File: config.mk
export PLATFORM = sky130hd
export DESIGN_NAME = id_hazard_scoreboard_flat
export DESIGN_NICKNAME = d
export VERILOG_FILES = /design/src/rtl/id_hazard_scoreboard_pkg.sv /design/src/rtl/id_hazard_scoreboard_if.sv /design/src/rtl/id_hazard_scoreboard_sb_match.sv /design/src/rtl/id_hazard_scoreboard.sv /design/src/flat_wrapper.sv
export SDC_FILE = /design/constraint.sdc
export NUM_CORES = 1
export LEC_CHECK = 0
export BUFFER_PORTS_ARGS = -buffer_cell sky130_fd_sc_hd__buf_2
export CAP_MARGIN = 20
export CORE_AREA = 2 2 105 107
export CTS_CLUSTER_DIAMETER = 40
export DETAILED_ROUTE_END_ITERATION = 8
export DIE_AREA = 0 0 107 109
export SLEW_MARGIN = 20
export SYNTH_ARGS = -nofsm -noshare
export SYNTH_HDL_FRONTEND = slang
export SYNTH_HIERARCHICAL = 1
export SYNTH_SLANG_ARGS = --single-unit
File: constraint.sdc
create_clock -name clk -period 8.16 [get_ports clk]
set_input_delay 1.632 -clock clk [delete_from_list [all_inputs] [get_ports clk]]
set_output_delay 1.632 -clock clk [all_outputs]
set_load 0.03 [all_outputs]
File: src/rtl/id_hazard_scoreboard_pkg.sv
`default_nettype none
// ============================================================================
//  Module   : id_hazard_scoreboard_pkg
//  Purpose  : Shared types and helpers for the ID-stage hazard scoreboard:
//             in-flight slot entry, forwarding-select encoding and width
//             helpers.
//  Revision : 1.0 - initial release
// ============================================================================
package id_hazard_scoreboard_pkg;

  // Width of the stored destination index. Kept wide enough for any
  // supported register file; narrower indices are zero-extended on entry.
  localparam int SB_RD_W = 8;

  // Forwarding select value meaning "take the operand from the regfile".
  localparam int FWD_REGFILE = 0;

  // One in-flight destination tracked per pipeline stage after ID.
  typedef struct packed {
    logic               valid;
    logic [SB_RD_W-1:0] rd;
    logic               wr;
    logic               load;
  } sb_entry_t;

  // Width of a forwarding select: values 0 (regfile) .. num_stages.
  function automatic int fwd_sel_t(input int num_stages);
    return $clog2(num_stages + 1);
  endfunction

  // Width of a slot index, never narrower than one bit.
  function automatic int slot_idx_w(input int num_stages);
    return (num_stages > 1) ? $clog2(num_stages) : 1;
  endfunction

endpackage
`default_nettype wire

File: src/rtl/id_hazard_scoreboard_if.sv
`default_nettype none
// ============================================================================
//  Module   : id_hazard_scoreboard_if
//  Purpose  : Bundle between the ID-stage decoder (master) and the hazard
//             scoreboard (slave): decoded operands, pipeline control, and the
//             forwarding / stall / issue-ready responses.
//  Revision : 1.0 - initial release
// ============================================================================
interface id_hazard_scoreboard_if
  import id_hazard_scoreboard_pkg::*;
#(
  parameter int NUM_STAGES = 3,
  parameter int REG_IDX_W  = 5,
  parameter int FWD_SEL_W  = fwd_sel_t(NUM_STAGES),
  parameter int CNT_W      = 32
);

  // Decoded instruction presented by ID
  logic                 in_valid;
  logic                 in_ready;
  logic [REG_IDX_W-1:0] rs1_idx;
  logic                 rs1_used;
  logic [REG_IDX_W-1:0] rs2_idx;
  logic                 rs2_used;
  logic [REG_IDX_W-1:0] rd_idx;
  logic                 rd_wr;
  logic                 is_load;

  // Pipeline control
  logic                 advance;
  logic                 flush;

  // Scoreboard responses
  logic [FWD_SEL_W-1:0] fwd_sel_a;
  logic [FWD_SEL_W-1:0] fwd_sel_b;
  logic                 stall;
  logic [CNT_W-1:0]     stall_cycles;

  modport master (
    output in_valid, rs1_idx, rs1_used, rs2_idx, rs2_used,
           rd_idx, rd_wr, is_load, advance, flush,
    input  in_ready, fwd_sel_a, fwd_sel_b, stall, stall_cycles
  );

  modport slave (
    input  in_valid, rs1_idx, rs1_used, rs2_idx, rs2_used,
           rd_idx, rd_wr, is_load, advance, flush,
    output in_ready, fwd_sel_a, fwd_sel_b, stall, stall_cycles
  );

endinterface
`default_nettype wire

File: src/rtl/id_hazard_scoreboard_sb_match.sv
`default_nettype none
// ============================================================================
//  Module   : id_hazard_scoreboard_sb_match
//  Purpose  : Priority matcher of one source operand against the in-flight
//             slot vector. The youngest (lowest index) matching writer wins.
//  Revision : 1.0 - initial release
// ============================================================================
module id_hazard_scoreboard_sb_match
  import id_hazard_scoreboard_pkg::*;
#(
  parameter int NUM_STAGES = 3,
  parameter int REG_IDX_W  = 5,
  parameter int K_W        = slot_idx_w(NUM_STAGES)
) (
  input  sb_entry_t [NUM_STAGES-1:0] slots_i,
  input  logic [REG_IDX_W-1:0]       src_i,
  input  logic                       used_i,
  output logic                       hit_o,
  output logic [K_W-1:0]             k_o,
  output logic                       is_load_o
);

  logic [SB_RD_W-1:0] w_src_ext;
  logic               w_src_live;

  assign w_src_ext  = SB_RD_W'(src_i);
  // x0 is hardwired and unused sources never create a dependency
  assign w_src_live = used_i & (src_i != '0);

  // Scan oldest to youngest so the youngest match overwrites older ones
  always_comb begin
    hit_o     = 1'b0;
    k_o       = '0;
    is_load_o = 1'b0;
    for (int k = NUM_STAGES - 1; k >= 0; k--) begin
      if (w_src_live && slots_i[k].valid && slots_i[k].wr &&
          (slots_i[k].rd == w_src_ext)) begin
        hit_o     = 1'b1;
        k_o       = K_W'(k);
        is_load_o = slots_i[k].load;
      end
    end
  end

endmodule
`default_nettype wire

File: src/rtl/id_hazard_scoreboard.sv
`default_nettype none
// ============================================================================
//  Module   : id_hazard_scoreboard
//  Purpose  : ID-stage hazard detection and forwarding for the in-order RV32
//             pipeline. A shift register of in-flight destinations (slot k =
//             stage EX+k) drives per-operand forwarding selects, a load-use
//             stall, the issue handshake and a saturating stall counter.
//  Revision : 1.0 - initial release
// ============================================================================
module id_hazard_scoreboard
  import id_hazard_scoreboard_pkg::*;
#(
  parameter int NUM_STAGES       = 3,
  parameter int LOAD_READY_STAGE = 1,
  parameter int FLUSH_DEPTH      = 1,
  parameter int REG_IDX_W        = 5,
  parameter int FWD_SEL_W        = fwd_sel_t(NUM_STAGES),
  parameter int CNT_W            = 32
) (
  input  logic                   clk,
  input  logic                   rst,
  id_hazard_scoreboard_if.slave  sb_if
);

  localparam int             K_W          = slot_idx_w(NUM_STAGES);
  // One extra bit so a threshold equal to NUM_STAGES still fits
  localparam logic [K_W:0]   c_LOAD_READY = (K_W+1)'(LOAD_READY_STAGE);
  localparam logic [CNT_W-1:0] c_CNT_MAX  = {CNT_W{1'b1}};

  sb_entry_t [NUM_STAGES-1:0] slots_q;
  sb_entry_t [NUM_STAGES-1:0] slots_d;
  logic [CNT_W-1:0]           stall_cnt_q;
  logic [CNT_W-1:0]           stall_cnt_d;

  logic                 w_hit_a, w_hit_b;
  logic [K_W-1:0]       w_k_a, w_k_b;
  logic                 w_load_a, w_load_b;
  logic                 w_late_a, w_late_b;
  logic                 w_stall;
  logic                 w_ready;
  logic                 w_fire;
  logic [FWD_SEL_W-1:0] w_fwd_a, w_fwd_b;
  sb_entry_t            w_new_entry;

  id_hazard_scoreboard_sb_match #(
    .NUM_STAGES (NUM_STAGES),
    .REG_IDX_W  (REG_IDX_W),
    .K_W        (K_W)
  ) u_match_a (
    .slots_i   (slots_q),
    .src_i     (sb_if.rs1_idx),
    .used_i    (sb_if.rs1_used),
    .hit_o     (w_hit_a),
    .k_o       (w_k_a),
    .is_load_o (w_load_a)
  );

  id_hazard_scoreboard_sb_match #(
    .NUM_STAGES (NUM_STAGES),
    .REG_IDX_W  (REG_IDX_W),
    .K_W        (K_W)
  ) u_match_b (
    .slots_i   (slots_q),
    .src_i     (sb_if.rs2_idx),
    .used_i    (sb_if.rs2_used),
    .hit_o     (w_hit_b),
    .k_o       (w_k_b),
    .is_load_o (w_load_b)
  );

  // Forwarding select: slot k is encoded as k+1, 0 selects the regfile
  assign w_fwd_a = w_hit_a ? (FWD_SEL_W'(w_k_a) + FWD_SEL_W'(1)) : FWD_SEL_W'(FWD_REGFILE);
  assign w_fwd_b = w_hit_b ? (FWD_SEL_W'(w_k_b) + FWD_SEL_W'(1)) : FWD_SEL_W'(FWD_REGFILE);

  // A load whose data is not yet available at the winning slot forces a stall
  assign w_late_a = w_hit_a & w_load_a & ({1'b0, w_k_a} < c_LOAD_READY);
  assign w_late_b = w_hit_b & w_load_b & ({1'b0, w_k_b} < c_LOAD_READY);
  assign w_stall  = sb_if.in_valid & (w_late_a | w_late_b);
  assign w_ready  = sb_if.advance & ~w_stall;
  assign w_fire   = sb_if.in_valid & w_ready;

  assign w_new_entry.valid = 1'b1;
  assign w_new_entry.rd    = SB_RD_W'(sb_if.rd_idx);
  assign w_new_entry.wr    = sb_if.rd_wr;
  assign w_new_entry.load  = sb_if.is_load;

  // Next slot state: shift on advance (issued entry or bubble enters slot 0),
  // then flush kills the youngest slots, including a same-cycle issue
  always_comb begin
    slots_d = slots_q;
    if (sb_if.advance) begin
      for (int k = NUM_STAGES - 1; k > 0; k--) begin
        slots_d[k] = slots_q[k-1];
      end
      slots_d[0] = w_fire ? w_new_entry : '0;
    end
    if (sb_if.flush) begin
      for (int k = 0; k < NUM_STAGES; k++) begin
        if (k < FLUSH_DEPTH) begin
          slots_d[k].valid = 1'b0;
        end
      end
    end
  end

  // Stall counter: counts stalled cycles that are not being squashed, holds at max
  always_comb begin
    stall_cnt_d = stall_cnt_q;
    if (w_stall && !sb_if.flush && (stall_cnt_q != c_CNT_MAX)) begin
      stall_cnt_d = stall_cnt_q + CNT_W'(1);
    end
  end

  // State registers; reset wins over flush and advance
  always_ff @(posedge clk) begin
    if (rst) begin
      slots_q     <= '0;
      stall_cnt_q <= '0;
    end else begin
      slots_q     <= slots_d;
      stall_cnt_q <= stall_cnt_d;
    end
  end

  assign sb_if.in_ready     = w_ready;
  assign sb_if.fwd_sel_a    = w_fwd_a;
  assign sb_if.fwd_sel_b    = w_fwd_b;
  assign sb_if.stall        = w_stall;
  assign sb_if.stall_cycles = stall_cnt_q;

endmodule
`default_nettype wire
File: src/flat_wrapper.sv
// flat-port wrapper written by rule: the top's interface ports become plain ports
module id_hazard_scoreboard_flat import id_hazard_scoreboard_pkg::*;
#(
  parameter int NUM_STAGES       = 3,
  parameter int LOAD_READY_STAGE = 1,
  parameter int FLUSH_DEPTH      = 1,
  parameter int REG_IDX_W        = 5,
  parameter int FWD_SEL_W        = fwd_sel_t(NUM_STAGES),
  parameter int CNT_W            = 32
)
  (clk, rst, sb_if_in_valid, sb_if_rs1_idx, sb_if_rs1_used, sb_if_rs2_idx, sb_if_rs2_used, sb_if_rd_idx, sb_if_rd_wr, sb_if_is_load, sb_if_advance, sb_if_flush, sb_if_in_ready, sb_if_fwd_sel_a, sb_if_fwd_sel_b, sb_if_stall, sb_if_stall_cycles);
  id_hazard_scoreboard_if #(.NUM_STAGES(NUM_STAGES), .REG_IDX_W(REG_IDX_W), .FWD_SEL_W(FWD_SEL_W), .CNT_W(CNT_W)) sb_if_i ();
  input  logic clk;
  input  logic rst;
  input wire logic [$bits(sb_if_i.in_valid)-1:0] sb_if_in_valid;
  input wire logic [$bits(sb_if_i.rs1_idx)-1:0] sb_if_rs1_idx;
  input wire logic [$bits(sb_if_i.rs1_used)-1:0] sb_if_rs1_used;
  input wire logic [$bits(sb_if_i.rs2_idx)-1:0] sb_if_rs2_idx;
  input wire logic [$bits(sb_if_i.rs2_used)-1:0] sb_if_rs2_used;
  input wire logic [$bits(sb_if_i.rd_idx)-1:0] sb_if_rd_idx;
  input wire logic [$bits(sb_if_i.rd_wr)-1:0] sb_if_rd_wr;
  input wire logic [$bits(sb_if_i.is_load)-1:0] sb_if_is_load;
  input wire logic [$bits(sb_if_i.advance)-1:0] sb_if_advance;
  input wire logic [$bits(sb_if_i.flush)-1:0] sb_if_flush;
  output wire logic [$bits(sb_if_i.in_ready)-1:0] sb_if_in_ready;
  output wire logic [$bits(sb_if_i.fwd_sel_a)-1:0] sb_if_fwd_sel_a;
  output wire logic [$bits(sb_if_i.fwd_sel_b)-1:0] sb_if_fwd_sel_b;
  output wire logic [$bits(sb_if_i.stall)-1:0] sb_if_stall;
  output wire logic [$bits(sb_if_i.stall_cycles)-1:0] sb_if_stall_cycles;
  assign sb_if_i.in_valid = sb_if_in_valid;
  assign sb_if_i.rs1_idx = sb_if_rs1_idx;
  assign sb_if_i.rs1_used = sb_if_rs1_used;
  assign sb_if_i.rs2_idx = sb_if_rs2_idx;
  assign sb_if_i.rs2_used = sb_if_rs2_used;
  assign sb_if_i.rd_idx = sb_if_rd_idx;
  assign sb_if_i.rd_wr = sb_if_rd_wr;
  assign sb_if_i.is_load = sb_if_is_load;
  assign sb_if_i.advance = sb_if_advance;
  assign sb_if_i.flush = sb_if_flush;
  assign sb_if_in_ready = sb_if_i.in_ready;
  assign sb_if_fwd_sel_a = sb_if_i.fwd_sel_a;
  assign sb_if_fwd_sel_b = sb_if_i.fwd_sel_b;
  assign sb_if_stall = sb_if_i.stall;
  assign sb_if_stall_cycles = sb_if_i.stall_cycles;
  id_hazard_scoreboard #(.NUM_STAGES(NUM_STAGES), .LOAD_READY_STAGE(LOAD_READY_STAGE), .FLUSH_DEPTH(FLUSH_DEPTH), .REG_IDX_W(REG_IDX_W), .FWD_SEL_W(FWD_SEL_W), .CNT_W(CNT_W)) u_core (.clk(clk), .rst(rst), .sb_if(sb_if_i));
endmodule
# Yosys cells after proc, flatten, opt, wreduce, memory -nomap -nowiden
# Index checks and enable logic that the tools add are counted.
# word_totals
output_inout_bits	38
wordCells	81
in_bits	24
register_bits	65
# op_classes
bitwise	11
order_cmp	2
mux	21
n_addsub	3
eq_ne	7
reduce_logical	24
# op_table
op	n
8-bit by 5-bit equality test with 1-bit output	6
32-bit by 1-bit adder with 32-bit output (second input constant)	1
32-bit != test (second input constant)	1
1-bit logical AND	20
2-bit two-way mux	8
1-bit two-way mux	12
11-bit two-way mux	1
5-bit nonzero test	2
1-bit AND	9
2-bit by 1-bit adder with 2-bit output (second input constant)	2
2-bit by 1-bit < comparator with 1-bit output (second input constant)	2
2-bit OR reduction	1
1-bit logical NOT	1
1-bit NOT	1
1-bit bitwise OR	1

# Logic depth before layout (Yosys ltp)
# Gate-level depths: netlist (run 1).
# depth
depth_word	16
ltp_mapped	14
depth_no_buf	12

# Hierarchy
# Netlist (run 1), hierarchy kept.
# by_module_without_submodules
module	n_inst	seq_area_each_um2	area_per_inst_um2	cells_each
id_hazard_scoreboard	1	1121.1	2523.7	289
id_hazard_scoreboard_sb_match	2	0.0	297.8	38

# Least setup slack after synthesis (run 1)
# Ideal clock, no wire load.
# synth_timing
path_kind	input port to output port
start	in sb_if_rs2_idx[1]
end	out sb_if_in_ready
stages	9
t_required_ns	6.528
t_arrival_ns	3.789
path_slack_ns	2.739
path_buffers	0
cell_sequence	or4_4 -> o21ai_4 -> or3_4 -> nor3b_1 -> inv_1 -> ha_1 -> nand3_1 -> a21oi_1 -> nor2_1
# synth_between
elab_cells_between_ends	30
cone_classes	order compare (1); eq/ne (3); mux (9); bitwise (7); reduce/logical (10)
# synth_lines
element	line	rtl
from (decl)	flat_wrapper.sv:18	input wire logic [$bits(sb_if_i.rs2_idx)-1:0] sb_if_rs2_idx;
5-bit nonzero test	id_hazard_scoreboard_sb_match.sv:28	assign w_src_live = used_i & (src_i != '0);
1-bit AND	id_hazard_scoreboard_sb_match.sv:28	
1-bit logical AND (3 in series)	id_hazard_scoreboard_sb_match.sv:36	if (w_src_live && slots_i[k].valid && slots_i[k].wr &&
2-bit two-way mux	id_hazard_scoreboard_sb_match.sv:36	
2-bit two-way mux (*)	id_hazard_scoreboard_sb_match.sv:36	
net u_core.w_k_b[0]	id_hazard_scoreboard.sv:36	logic [K_W-1:0] w_k_a, w_k_b;
2-bit by 1-bit < comparator with 1-bit output (*)	id_hazard_scoreboard.sv:77	assign w_late_b = w_hit_b & w_load_b & ({1'b0, w_k_b} < c_LOAD_READY);
1-bit AND (*)	id_hazard_scoreboard.sv:77	
1-bit bitwise OR (*)	id_hazard_scoreboard.sv:78	assign w_stall = sb_if.in_valid & (w_late_a | w_late_b);
1-bit AND (*)	id_hazard_scoreboard.sv:78	
net sb_if_stall	flat_wrapper.sv:28	output wire logic [$bits(sb_if_i.stall)-1:0] sb_if_stall;
1-bit NOT (*)	id_hazard_scoreboard.sv:79	assign w_ready = sb_if.advance & ~w_stall;
1-bit AND (*)	id_hazard_scoreboard.sv:79	
to (decl)	flat_wrapper.sv:25	output wire logic [$bits(sb_if_i.in_ready)-1:0] sb_if_in_ready;
# The timed path passes the listed nets; every way through them passes the cells marked *.

# Worst setup path after layout (run 1)
# layout_timing
start	in sb_if_rs1_idx[1]
end	out sb_if_in_ready
# layout_between
elab_cells_between_ends	30
cone_classes	order compare (1); eq/ne (3); mux (9); bitwise (7); reduce/logical (10)
# layout_lines
element	line	rtl
from (decl)	flat_wrapper.sv:16	input wire logic [$bits(sb_if_i.rs1_idx)-1:0] sb_if_rs1_idx;
5-bit nonzero test	id_hazard_scoreboard_sb_match.sv:28	
1-bit AND	id_hazard_scoreboard_sb_match.sv:28	
1-bit logical AND (3 in series)	id_hazard_scoreboard_sb_match.sv:36	
2-bit two-way mux	id_hazard_scoreboard_sb_match.sv:36	
2-bit two-way mux (*)	id_hazard_scoreboard_sb_match.sv:36	
net u_core.w_k_a[0]	id_hazard_scoreboard.sv:36	
2-bit by 1-bit < comparator with 1-bit output (*)	id_hazard_scoreboard.sv:76	assign w_late_a = w_hit_a & w_load_a & ({1'b0, w_k_a} < c_LOAD_READY);
1-bit AND (*)	id_hazard_scoreboard.sv:76	
1-bit bitwise OR (*)	id_hazard_scoreboard.sv:78	
1-bit AND (*)	id_hazard_scoreboard.sv:78	
1-bit NOT (*)	id_hazard_scoreboard.sv:79	
1-bit AND (*)	id_hazard_scoreboard.sv:79	
# Marks and branches as above.

==> results.py, run 1 <==
metrics = {
    "clocking": {
        "cts_tree": "yes",
        "path_clk_slew_ns": 0.10,
        "postCtsResizedCells": 0,
        "numClockSinks": 56,
        "cts_made_buffers": 5,
        "cts_htree_levels": 2,
        "cts_root_buf": "clkbuf_8",
        "hold_buffers": 0,
        "cts_max_path_bufs": 2,
        "count_of_buffers_added_by_post_cts_timing_repair_for_setup": 0,
        "clock_network_latency_to_the_later_pin_of_the_worst_skew_pair_ns": 0.30,
    },
    "outcome": {
        "run_status": "finished, final reports clean",
    },
    "cells_and_area": {
        "ff_latch_area_um2": 1120,
        "share_of_cells_above_drive_strength_1_pct": 18.7,
        "final_cell_count_without_fillers": 578,
        "antennaDiodeCount": 0,
        "nFillCells": 1142,
        "multi_input_area_um2": 1970,
        "finish.utilization_pct": 35.0,
        "syn_to_final_growth_pct": 19.0,
        "num-nets-final": 464,
    },
    "yosys": {
        "synth_largest_type_area_fraction_pct": 35.9,
        "count_of_flip_flops_with_a_built_in_enable_after_synthesis": 0,
        "synth.cell_area_um2": 3120,
        "post_synth_num_cell_types": 44,
        "ys_seq_area_share_pct": 35.9,
        "synth.largest_area_cell": "dfxtp_1",
        "post_synth.cell_area_avg_um2": 8.55,
        "synthesis.instances": 365,
        "postSynth.topFlopCell": "dfxtp_1",
        "postSynth.asyncResetShare_pct": 0,
        "synth.area.top_cells": "dfxtp_1 (36%), xnor2_1 (7.0%), mux2i_1 (5.5%)",
        "synth_warnings": 6,
        "synth-seq-cells": 56,
    },
    "placement": {
        "place.detailed.hpwl_um": 6090,
        "dpl_worst_slack_ns": 2.81,
        "place.gp.congestion": 0.882,
        "place.detailed.instances": 569,
        "portBuffers": 61,
    },
    "setup_path": {
        "crit_required_ns": 6.53,
        "cpPeakStageDelay_ns": 0.54,
        "endpoint_of_the_worst_slack_reg_to_reg_timing_path": "u_core/sb_if.stall_cycles[21]$_SDFFE_PP0P_",
        "rr_startpoint": "u_core/slots_q[16]$_SDFFE_PP0P_",
        "setup.reg_to_reg.worst_slack_ns": 4.57,
        "timing_worst_setup_path_type": "input pin to output port",
        "cp-start-kind": "input pin",
        "signal_arrival_time_at_the_worst_endpoint_ns": 3.75,
        "critical_path.endpoint_type": "output port",
        "critical_path.max_fanout": 6,
        "r2r.worst_path.cells": 13,
        "critPathSlowestCell": "or4_4",
        "timing.critical_path.mode_cell": "buf_2",
        "crit_path_cell_trace": "buf_2 -> or4_4 -> o21ai_4 -> or3_4 -> nor3b_1 -> inv_1 -> ha_1 -> nand3_1 -> a21oi_1 -> nor2_1 -> buf_2",
    },
    "detailed_routing": {
        "route.detailed.vias_per_inst": 5.10,
        "route.vias.total": 2950,
        "detailedRoute.firstIterationViolations": 117,
        "drc_errors": 0,
        "route.final.wire_length_um": 8280,
        "drt_pass_1_iters": 4,
        "drt.antenna.violating_nets": 0,
        "routed_wire_length_per_instance_um": 14.3,
    },
    "die": {
        "floorplan.initialDensity_pct": 29.4,
        "die_w_um": 107,
        "design.core.area_um2": 10600,
        "die_area_um2": 11700,
        "die_h_um": 109,
        "boundaryPins": 62,
        "row_count": 38,
    },
    "grt": {
        "initial_antenna_violation_count": 0,
        "groute.usage.overall_pct": 14.3,
        "grt_pass1_wl_um": 13600,
        "grt-ovfl-total": 0,
        "first_global_vias": 2774,
        "grt_max_degree": 57,
    },
    "run": {
        "max-cap-violations": 0,
    },
    "timing": {
        "slew_viol_final": 0,
        "hold_viol": 0,
        "setup-violations-final": 0,
        "setup_tns_ns": 0,
        "worst_slew_pin_slew_ns": 1.07,
        "finalWorstSetupSlack_ns": 2.77,
        "timing.max_slew.rel_slack_pct": 28.7,
        "fin_worst_skew_ns": 0.00970,
        "min_period_over_period_pct": 66.0,
        "post-route-min-period_ns": 5.39,
        "rsz0062_at_grt": "no",
        "fmax_achieved_ghz": 0.186,
    },
    "hold_path": {
        "worst_hold_path.num_cells": 2,
        "whs_endpoint": "u_core/sb_if.stall_cycles[31]$_SDFFE_PP0P_",
        "hold_path_startpoint": "u_core/sb_if.stall_cycles[31]$_SDFFE_PP0P_",
        "holdCritPathClass": "register to register",
    },
    "power_and_ir_drop": {
        "worst_ir_drop_vdd_v": 0.0000649,
        "post-layout-total-power_uw": 474,
        "power_per_standard_cell_area_nw_per_um2": 128,
        "power_leakage_nw": 1.37,
    },
}
[cell families after synthesis]
logic type,Yosys count,share of synthesized area [%]
AOI/OAI and AO/OA,78,16.0
muxes,17,5.46
xor gates and xnor gates,33,9.27
and+or+nand+nor,151,28.6
buffers and inverters,26,3.37
DFF,56,35.9
adders and majority gates,3,1.20
other,1,0.120
[synthesized netlist by cell type, types with 3 or more instances]
master / n
ha_1: 3
xor2_1: 8
nor3b_1: 6
and2_1: 4
or3_1: 16
and3_1: 5
xnor2_1: 25
o31ai_1: 14
nand4b_1: 4
a21oi_1: 30
buf_2: 6
inv_1: 10
o21ai_0: 8
nand4_1: 17
nor2_1: 31
nand2_1: 16
or4_1: 14
nor4_1: 3
and4_1: 4
o21ai_1: 10
nor3_1: 7
dfxtp_1: 56
mux2i_1: 17
a22oi_1: 7
nand3_1: 10
clkbuf_1: 8
[sequential cells by signal, indices dropped and copies added, names as in the netlist]
name	flops
u_core/sb_if.stall_cycles	32
u_core/slots_q	24
[metrics by stage]
stage | instance area, um^2 | hold slack, ns
floorplan | 3180 | 0.466
global placement | 3620 | 0.474
detailed placement | 3620 | 0.488
CTS | 3710 | 0.503
global route | 3710 | 0.522
finish | 3710 | 0.503
[placed cells by master (no fill, tap or decap), types with 8 or more instances in the layout]
| cell | Yosys | routed |
|---|---|---|
| nand3_1 | 10 | 10 |
| xor2_1 | 8 | 8 |
| mux2i_1 | 17 | 17 |
| o21ai_0 | 8 | 8 |
| or3_1 | 16 | 16 |
| o31ai_1 | 14 | 14 |
| buf_2 | 6 | 61 |
| a21oi_1 | 30 | 30 |
| nor2_1 | 31 | 31 |
| conb_1 | 1 | 18 |
| inv_1 | 10 | 10 |
| nand2_1 | 16 | 16 |
| or4_1 | 14 | 14 |
| dfxtp_1 | 56 | 56 |
| xnor2_1 | 25 | 25 |
| o21ai_1 | 10 | 10 |
| nand4_1 | 17 | 17 |
[where the power goes]
part | internal, mW | switching [mW] | leakage (nW) | total, mW
Combinational | 0.0163 | 0.0227 | 0.871 | 0.0390
Sequential | 0.276 | 0.00349 | 0.452 | 0.279
Clock | 0.0696 | 0.0862 | 0.0455 | 0.156
[layout make-up]
type	instances	area share (%)
flip-flops and latches	56	30.2
clock buffers	8	2.43
repair buffers	63	8.56
multi-input cells	300	53.0
well taps	140	4.72
inverters	11	1.11
[critical path: cells and delay by family]
family | cells | cell delay [ns]
AO/OA/AOI/OAI | 2 | 0.30
adder cells (fa/ha/maj) | 1 | 0.20
buffers and inverters | 3 | 0.42
AND/OR/NAND/NOR | 5 | 1.19
[worst max path at each step]
stage	startpoint	endpoint	slack [ns]	cells past startpoint
after floorplan	sb_if_rs2_idx[1]	sb_if_in_ready	2.74	9
after global placement	sb_if_rs2_idx[1]	sb_if_in_ready	2.85	11
after detailed placement	sb_if_rs1_idx[1]	sb_if_in_ready	2.81	11
after CTS	sb_if_rs1_idx[1]	sb_if_in_ready	2.79	11
after global routing	sb_if_rs1_idx[1]	sb_if_in_ready	2.62	11
final	sb_if_rs1_idx[1]	sb_if_in_ready	2.77	11
[routing by layer]
layer	global-route usage, %	share of wire [%]	up-vias	wire length [um]
li1	-	-	1475	-
met3	3.11	5.5	11	456
met5	0	0	-	0
met1	18.1	46	1374	3800
met4	3.06	0.95	0	79
met2	25.0	48	90	3940
Note: power is estimated with default switching activity, not from simulation.
==> run 2: changes to the inputs <==
==> constraint.sdc (replaced) <==
create_clock -name clk -period 4.9 [get_ports clk]
set_input_delay 0.98 -clock clk [delete_from_list [all_inputs] [get_ports clk]]
set_output_delay 0.98 -clock clk [all_outputs]
set_load 0.03 [all_outputs]
==> run 2 against run 1 <==
Largest cell class unchanged. Global-route usage fell by 0.22 points. Utilization increased by 0.22 points. Register-to-register slack worse by 3.2 ns. Cell count unchanged. Critical endpoint unchanged. Clock skew is 0.0085 ns higher. Wire length decreased by 3.2%.
==> results.py, run 2 (same netlist as run 1, synthesis figures left out) <==
metrics = {
    "setup_path": {
        "r2r.worst_path.cells": 11,
        "endpoint_of_the_worst_slack_reg_to_reg_timing_path": "u_core/sb_if.stall_cycles[8]$_SDFFE_PP0P_",
        "critical_path.max_fanout": 6,
        "crit_required_ns": 3.92,
        "cp-start-kind": "input pin",
        "rr_startpoint": "u_core/slots_q[16]$_SDFFE_PP0P_",
        "signal_arrival_time_at_the_worst_endpoint_ns": 3.12,
        "timing_worst_setup_path_type": "input pin to output port",
        "setup.reg_to_reg.worst_slack_ns": 1.36,
        "critical_path.endpoint_type": "output port",
    },
    "placement": {
        "portBuffers": 61,
        "placed_cell_area_um2": 3620,
        "place.detailed.hpwl_um": 6070,
        "place.detailed.instances": 570,
        "place.gp.congestion": 0.930,
        "dpl_worst_slack_ns": 0.645,
    },
    "clocking": {
        "cts_max_path_bufs": 2,
        "numClockSinks": 56,
        "cts_made_buffers": 5,
        "hold_buffers": 0,
        "count_of_buffers_added_by_post_cts_timing_repair_for_setup": 0,
        "cts_htree_levels": 2,
        "cts_tree": "yes",
        "clock_network_latency_to_the_later_pin_of_the_worst_skew_pair_ns": 0.32,
        "cts_root_buf": "clkbuf_8",
        "path_clk_slew_ns": 0.11,
        "postCtsResizedCells": 0,
    },
    "timing": {
        "setup-violations-final": 0,
        "hold_viol": 0,
        "slew_viol_final": 0,
        "fmax_achieved_ghz": 0.244,
        "rsz0062_at_grt": "no",
        "post-route-min-period_ns": 4.10,
        "timing.max_slew.rel_slack_pct": 32.7,
        "fin_worst_skew_ns": 0.0182,
        "setup_tns_ns": 0,
        "min_period_over_period_pct": 83.6,
        "finalWorstSetupSlack_ns": 0.802,
        "worst_slew_pin_slew_ns": 1.01,
    },
    "die": {
        "design.core.area_um2": 10600,
        "die_h_um": 109,
        "boundaryPins": 62,
        "row_count": 38,
        "floorplan.initialDensity_pct": 29.4,
        "die_w_um": 107,
        "die_area_um2": 11700,
    },
    "detailed_routing": {
        "detailedRoute.firstIterationViolations": 81,
        "route.final.wire_length_um": 8020,
        "routed_wire_length_per_instance_um": 13.9,
        "drt.antenna.violating_nets": 0,
        "drc_errors": 0,
        "drt_pass_1_iters": 4,
        "route.vias.total": 2913,
        "route.detailed.vias_per_inst": 5.04,
    },
    "power_and_ir_drop": {
        "worst_ir_drop_vdd_v": 0.000104,
        "post-layout-total-power_uw": 834,
        "power_leakage_nw": 1.38,
        "power_per_standard_cell_area_nw_per_um2": 223,
    },
    "cells_and_area": {
        "nFillCells": 1130,
        "flip_flop_count_of_the_largest_register_after_layout": 32,
        "antennaDiodeCount": 0,
        "num-nets-final": 464,
        "most-common-layout-cells": "buf_2 (61), dfxtp_1 (56), nor2_1 (31), a21oi_1 (30), xnor2_1 (25)",
        "share_of_cells_above_drive_strength_1_pct": 19.2,
        "syn_to_final_growth_pct": 19.7,
        "final_cell_count_without_fillers": 578,
        "final_cell_area_um2": 3730,
        "layout_commonest_cell": "buf_2",
    },
    "hold_path": {
        "whs_endpoint": "u_core/sb_if.stall_cycles[23]$_SDFFE_PP0P_",
        "worst_hold_path.num_cells": 2,
        "holdCritPathClass": "register to register",
        "hold_path_startpoint": "u_core/sb_if.stall_cycles[23]$_SDFFE_PP0P_",
    },
    "run": {
        "max-cap-violations": 0,
    },
    "grt": {
        "groute.usage.overall_pct": 14.1,
        "grt_max_degree": 57,
        "first_global_vias": 2782,
        "initial_antenna_violation_count": 0,
        "grt_pass1_wl_um": 13300,
        "grt-ovfl-total": 0,
    },
    "outcome": {
        "run_status": "finished, final reports clean",
    },
}
[run 2: changes by cell type in the layout (fill, tap and decap cells not counted), sizes merged]
cell and change:
clkinv +1, clkinvlp +1, bufinv +1, buf +1, clkbuf -4
[run 2: critical path: stages]
cell and delay [ns]:
buf_2 0.13, or4_4 0.54, o21ai_4 0.21, or3_4 0.18, nor3b_1 0.27, inv_1 0.08
ha_1 0.20, nand3_1 0.13, a21oi_1 0.10, nor2_1 0.08, buf_2 0.21
[run 2: worst max path at each step]
stage | start | end | slack (ns) | cells after the start
after detailed placement | sb_if_rs1_idx[3] | u_core/sb_if.stall_cycles[8]$_SDFFE_PP0P_ | 0.65 | 14
after global placement | sb_if_rs1_idx[3] | u_core/sb_if.stall_cycles[8]$_SDFFE_PP0P_ | 0.59 | 12
after global routing | sb_if_rs1_idx[1] | sb_if_in_ready | 0.59 | 11
final | sb_if_rs1_idx[1] | sb_if_in_ready | 0.80 | 11
after floorplan | sb_if_rs2_idx[1] | sb_if_in_ready | 0.78 | 9
after CTS | sb_if_rs1_idx[1] | sb_if_in_ready | 0.82 | 11
[run 2: power by group]
group / leakage, nW / switching, mW / internal, mW
combinational: 0.871 / 0.0372 / 0.0274
sequential: 0.452 / 0.00565 / 0.459
clock: 0.0541 / 0.153 / 0.152
[run 2: area by class of cell]
type / instances / area (um^2) / share of cell area [%]
Clock buffer: 5 / 68.8 / 1.84
Clock inverter: 3 / 42.5 / 1.14
Multi-Input combinational cell: 300 / 1970 / 52.6
Tap cell: 140 / 175 / 4.69
Inverter: 11 / 41.3 / 1.11
Sequential cell: 56 / 1120 / 30.0
Timing Repair Buffer: 63 / 320 / 8.58
[run 2: metal layers]
layer / up-vias / part of all wire (%) / GRT usage [%] / routed length, um
li1: 1491 / - / - / -
met1: 1346 / 45 / 17.3 / 3630
met2: 63 / 48 / 24.9 / 3860
met3: 13 / 4.6 / 2.63 / 371
met4: 0 / 1.9 / 4.36 / 152
met5: - / 0 / 0 / 0
[run 2: metrics by stage]
stage | utilization [%] | hold slack (ns)
after floorplan | - | 0.466
after global placement | 34.2 | 0.476
after global routing | 35.2 | 0.538
after detailed placement | 34.2 | 0.488
final | 35.2 | 0.507
after CTS | 35.2 | 0.507
==> run 3: changes to the inputs <==
==> constraint.sdc (replaced) <==
create_clock -name clk -period 3.7 [get_ports clk]
set_input_delay 0.74 -clock clk [delete_from_list [all_inputs] [get_ports clk]]
set_output_delay 0.74 -clock clk [all_outputs]
set_load 0.03 [all_outputs]
==> run 3 against run 2 <==
Worst setup slack worse by 0.72 ns. Highest routed layer unchanged. Global-route usage up 0.48 points. Sequential power up 32%. Register-to-register slack worse by 0.88 ns. Combinational power up 36%. Count of clock-buffer cells in the layout unchanged. Critical path depth unchanged. Die area unchanged. Clock power up 33%. Sequential share of layout area down 0.50 points.
==> results.py, run 3 (same netlist as run 1, synthesis figures left out) <==
metrics = {
    "timing": {
        "slew_viol_final": 0,
        "timing.max_slew.rel_slack_pct": 60.1,
        "worst_slew_pin_slew_ns": 0.599,
        "setup_tns_ns": 0,
        "rsz0062_at_grt": "no",
        "fmax_achieved_ghz": 0.276,
        "post-route-min-period_ns": 3.62,
        "fin_worst_skew_ns": 0.00950,
        "finalWorstSetupSlack_ns": 0.0813,
        "hold_viol": 0,
        "min_period_over_period_pct": 97.8,
        "setup-violations-final": 0,
    },
    "placement": {
        "dpl_worst_slack_ns": -0.0164,
        "place.detailed.hpwl_um": 6110,
        "portBuffers": 61,
        "place.gp.congestion": 0.860,
        "place.detailed.instances": 575,
        "placed_cell_area_um2": 3670,
    },
    "die": {
        "row_count": 38,
        "design.core.area_um2": 10600,
        "die_area_um2": 11700,
        "die_h_um": 109,
        "floorplan.initialDensity_pct": 29.4,
        "boundaryPins": 62,
        "die_w_um": 107,
    },
    "power_and_ir_drop": {
        "post-layout-total-power_mw": 1.11,
        "worst_ir_drop_vdd_v": 0.000129,
        "power_per_standard_cell_area_nw_per_um2": 292,
        "power_leakage_nw": 1.41,
    },
    "setup_path": {
        "signal_arrival_time_at_the_worst_endpoint_ns": 2.88,
        "cp-start-kind": "input pin",
        "cp-startpoint": "sb_if_rs1_idx[1]",
        "crit_required_ns": 2.96,
        "rr_startpoint": "u_core/slots_q[3]$_SDFFE_PP0P_",
        "critical_path.max_fanout": 6,
        "critical_path.endpoint_type": "output port",
        "timing_worst_setup_path_type": "input pin to output port",
    },
    "clocking": {
        "path_clk_slew_ns": 0.10,
        "clock_network_latency_to_the_later_pin_of_the_worst_skew_pair_ns": 0.31,
        "cts_made_buffers": 5,
        "cts_max_path_bufs": 2,
        "numClockSinks": 56,
        "cts_root_buf": "clkbuf_8",
        "count_of_buffers_added_by_post_cts_timing_repair_for_setup": 0,
        "cts_htree_levels": 2,
        "cts_tree": "yes",
    },
    "detailed_routing": {
        "drc_errors": 0,
        "drt_pass_1_iters": 4,
        "route.vias.total": 2956,
        "routed_wire_length_per_instance_um": 14.1,
        "route.detailed.vias_per_inst": 5.07,
        "route.final.wire_length_um": 8220,
        "drt.antenna.violating_nets": 0,
        "detailedRoute.firstIterationViolations": 120,
    },
    "grt": {
        "grt_max_degree": 57,
        "groute.usage.overall_pct": 14.5,
        "initial_antenna_violation_count": 0,
        "grt-ovfl-total": 0,
        "first_global_vias": 2764,
        "grt_pass1_wl_um": 13700,
    },
    "cells_and_area": {
        "most-common-layout-cells": "buf_2 (60), dfxtp_1 (56), nor2_1 (31), a21oi_1 (30), xnor2_1 (25)",
        "num-nets-final": 469,
        "share_of_cells_above_drive_strength_1_pct": 20.5,
        "antennaDiodeCount": 0,
        "nFillCells": 1146,
        "flip_flop_count_of_the_largest_register_after_layout": 32,
        "final_cell_area_um2": 3800,
        "syn_to_final_growth_pct": 21.8,
        "final_cell_count_without_fillers": 583,
        "layout_commonest_cell": "buf_2",
    },
    "hold_path": {
        "holdCritPathClass": "register to register",
        "hold_path_startpoint": "u_core/sb_if.stall_cycles[30]$_SDFFE_PP0P_",
    },
    "outcome": {
        "run_status": "finished, final reports clean",
    },
    "run": {
        "max-cap-violations": 0,
    },
}
-- run 3: layout make-up --
cell class,instances,area (um^2),area share [%]
inverters,11,41.3,1.09
well taps,140,175,4.61
clock buffers,5,68.8,1.81
clock inverters,3,42.5,1.12
flip-flops and latches,56,1120,29.5
repair buffers,68,373,9.82
multi-input cells,300,1980,52.0
-- run 3: worst paths after layout --
path | endpoint | slack, ns | cells past startpoint
max | sb_if_in_ready | 0.08 | 11
min | u_core/sb_if.stall_cycles[30]$_SDFFE_PP0P_ | 0.50 | 2
max reg2reg | u_core/sb_if.stall_cycles[23]$_SDFFE_PP0P_ | 0.48 | 13
min reg2reg | u_core/sb_if.stall_cycles[30]$_SDFFE_PP0P_ | 0.50 | 2
-- run 3: per-stage QoR --
stage	utilization, %	hold WS [ns]
floorplan	-	0.466
global placement	34.6	0.475
detailed placement	34.6	0.493
CTS	35.7	0.509
global route	35.8	0.540
finish	35.8	0.502
-- run 3: layer usage --
layer	vias up	share of wire (%)	global-route usage [%]
met3	2	5.3	3.59
met5	-	0	0
met2	65	49	25.8
li1	1496	-	-
met4	0	0.21	2.41
met1	1393	46	18.1
-- run 3: power by group --
part / internal [mW] / switching (mW) / total, mW
Sequential: 0.608 / 0.00765 / 0.616
Combinational: 0.0371 / 0.0507 / 0.0879
Clock: 0.201 / 0.204 / 0.404
-- run 3: critical path, cell delays in order --
cell and delay [ns]:
buf_2 0.14, or4_4 0.55, o21ai_4 0.21, or3_4 0.18
nor3b_1 0.26, inv_1 0.08, ha_1 0.20, nand3_1 0.13
a21oi_1 0.11, nor2_1 0.08, buf_2 0.21
-- run 3: timing repair --
action,4_1_cts,5_1_grt
hold buffers,0,0
endpoints found under the setup margin,0,1
gates resized for setup,0,2
endpoints found under the hold margin,0,0
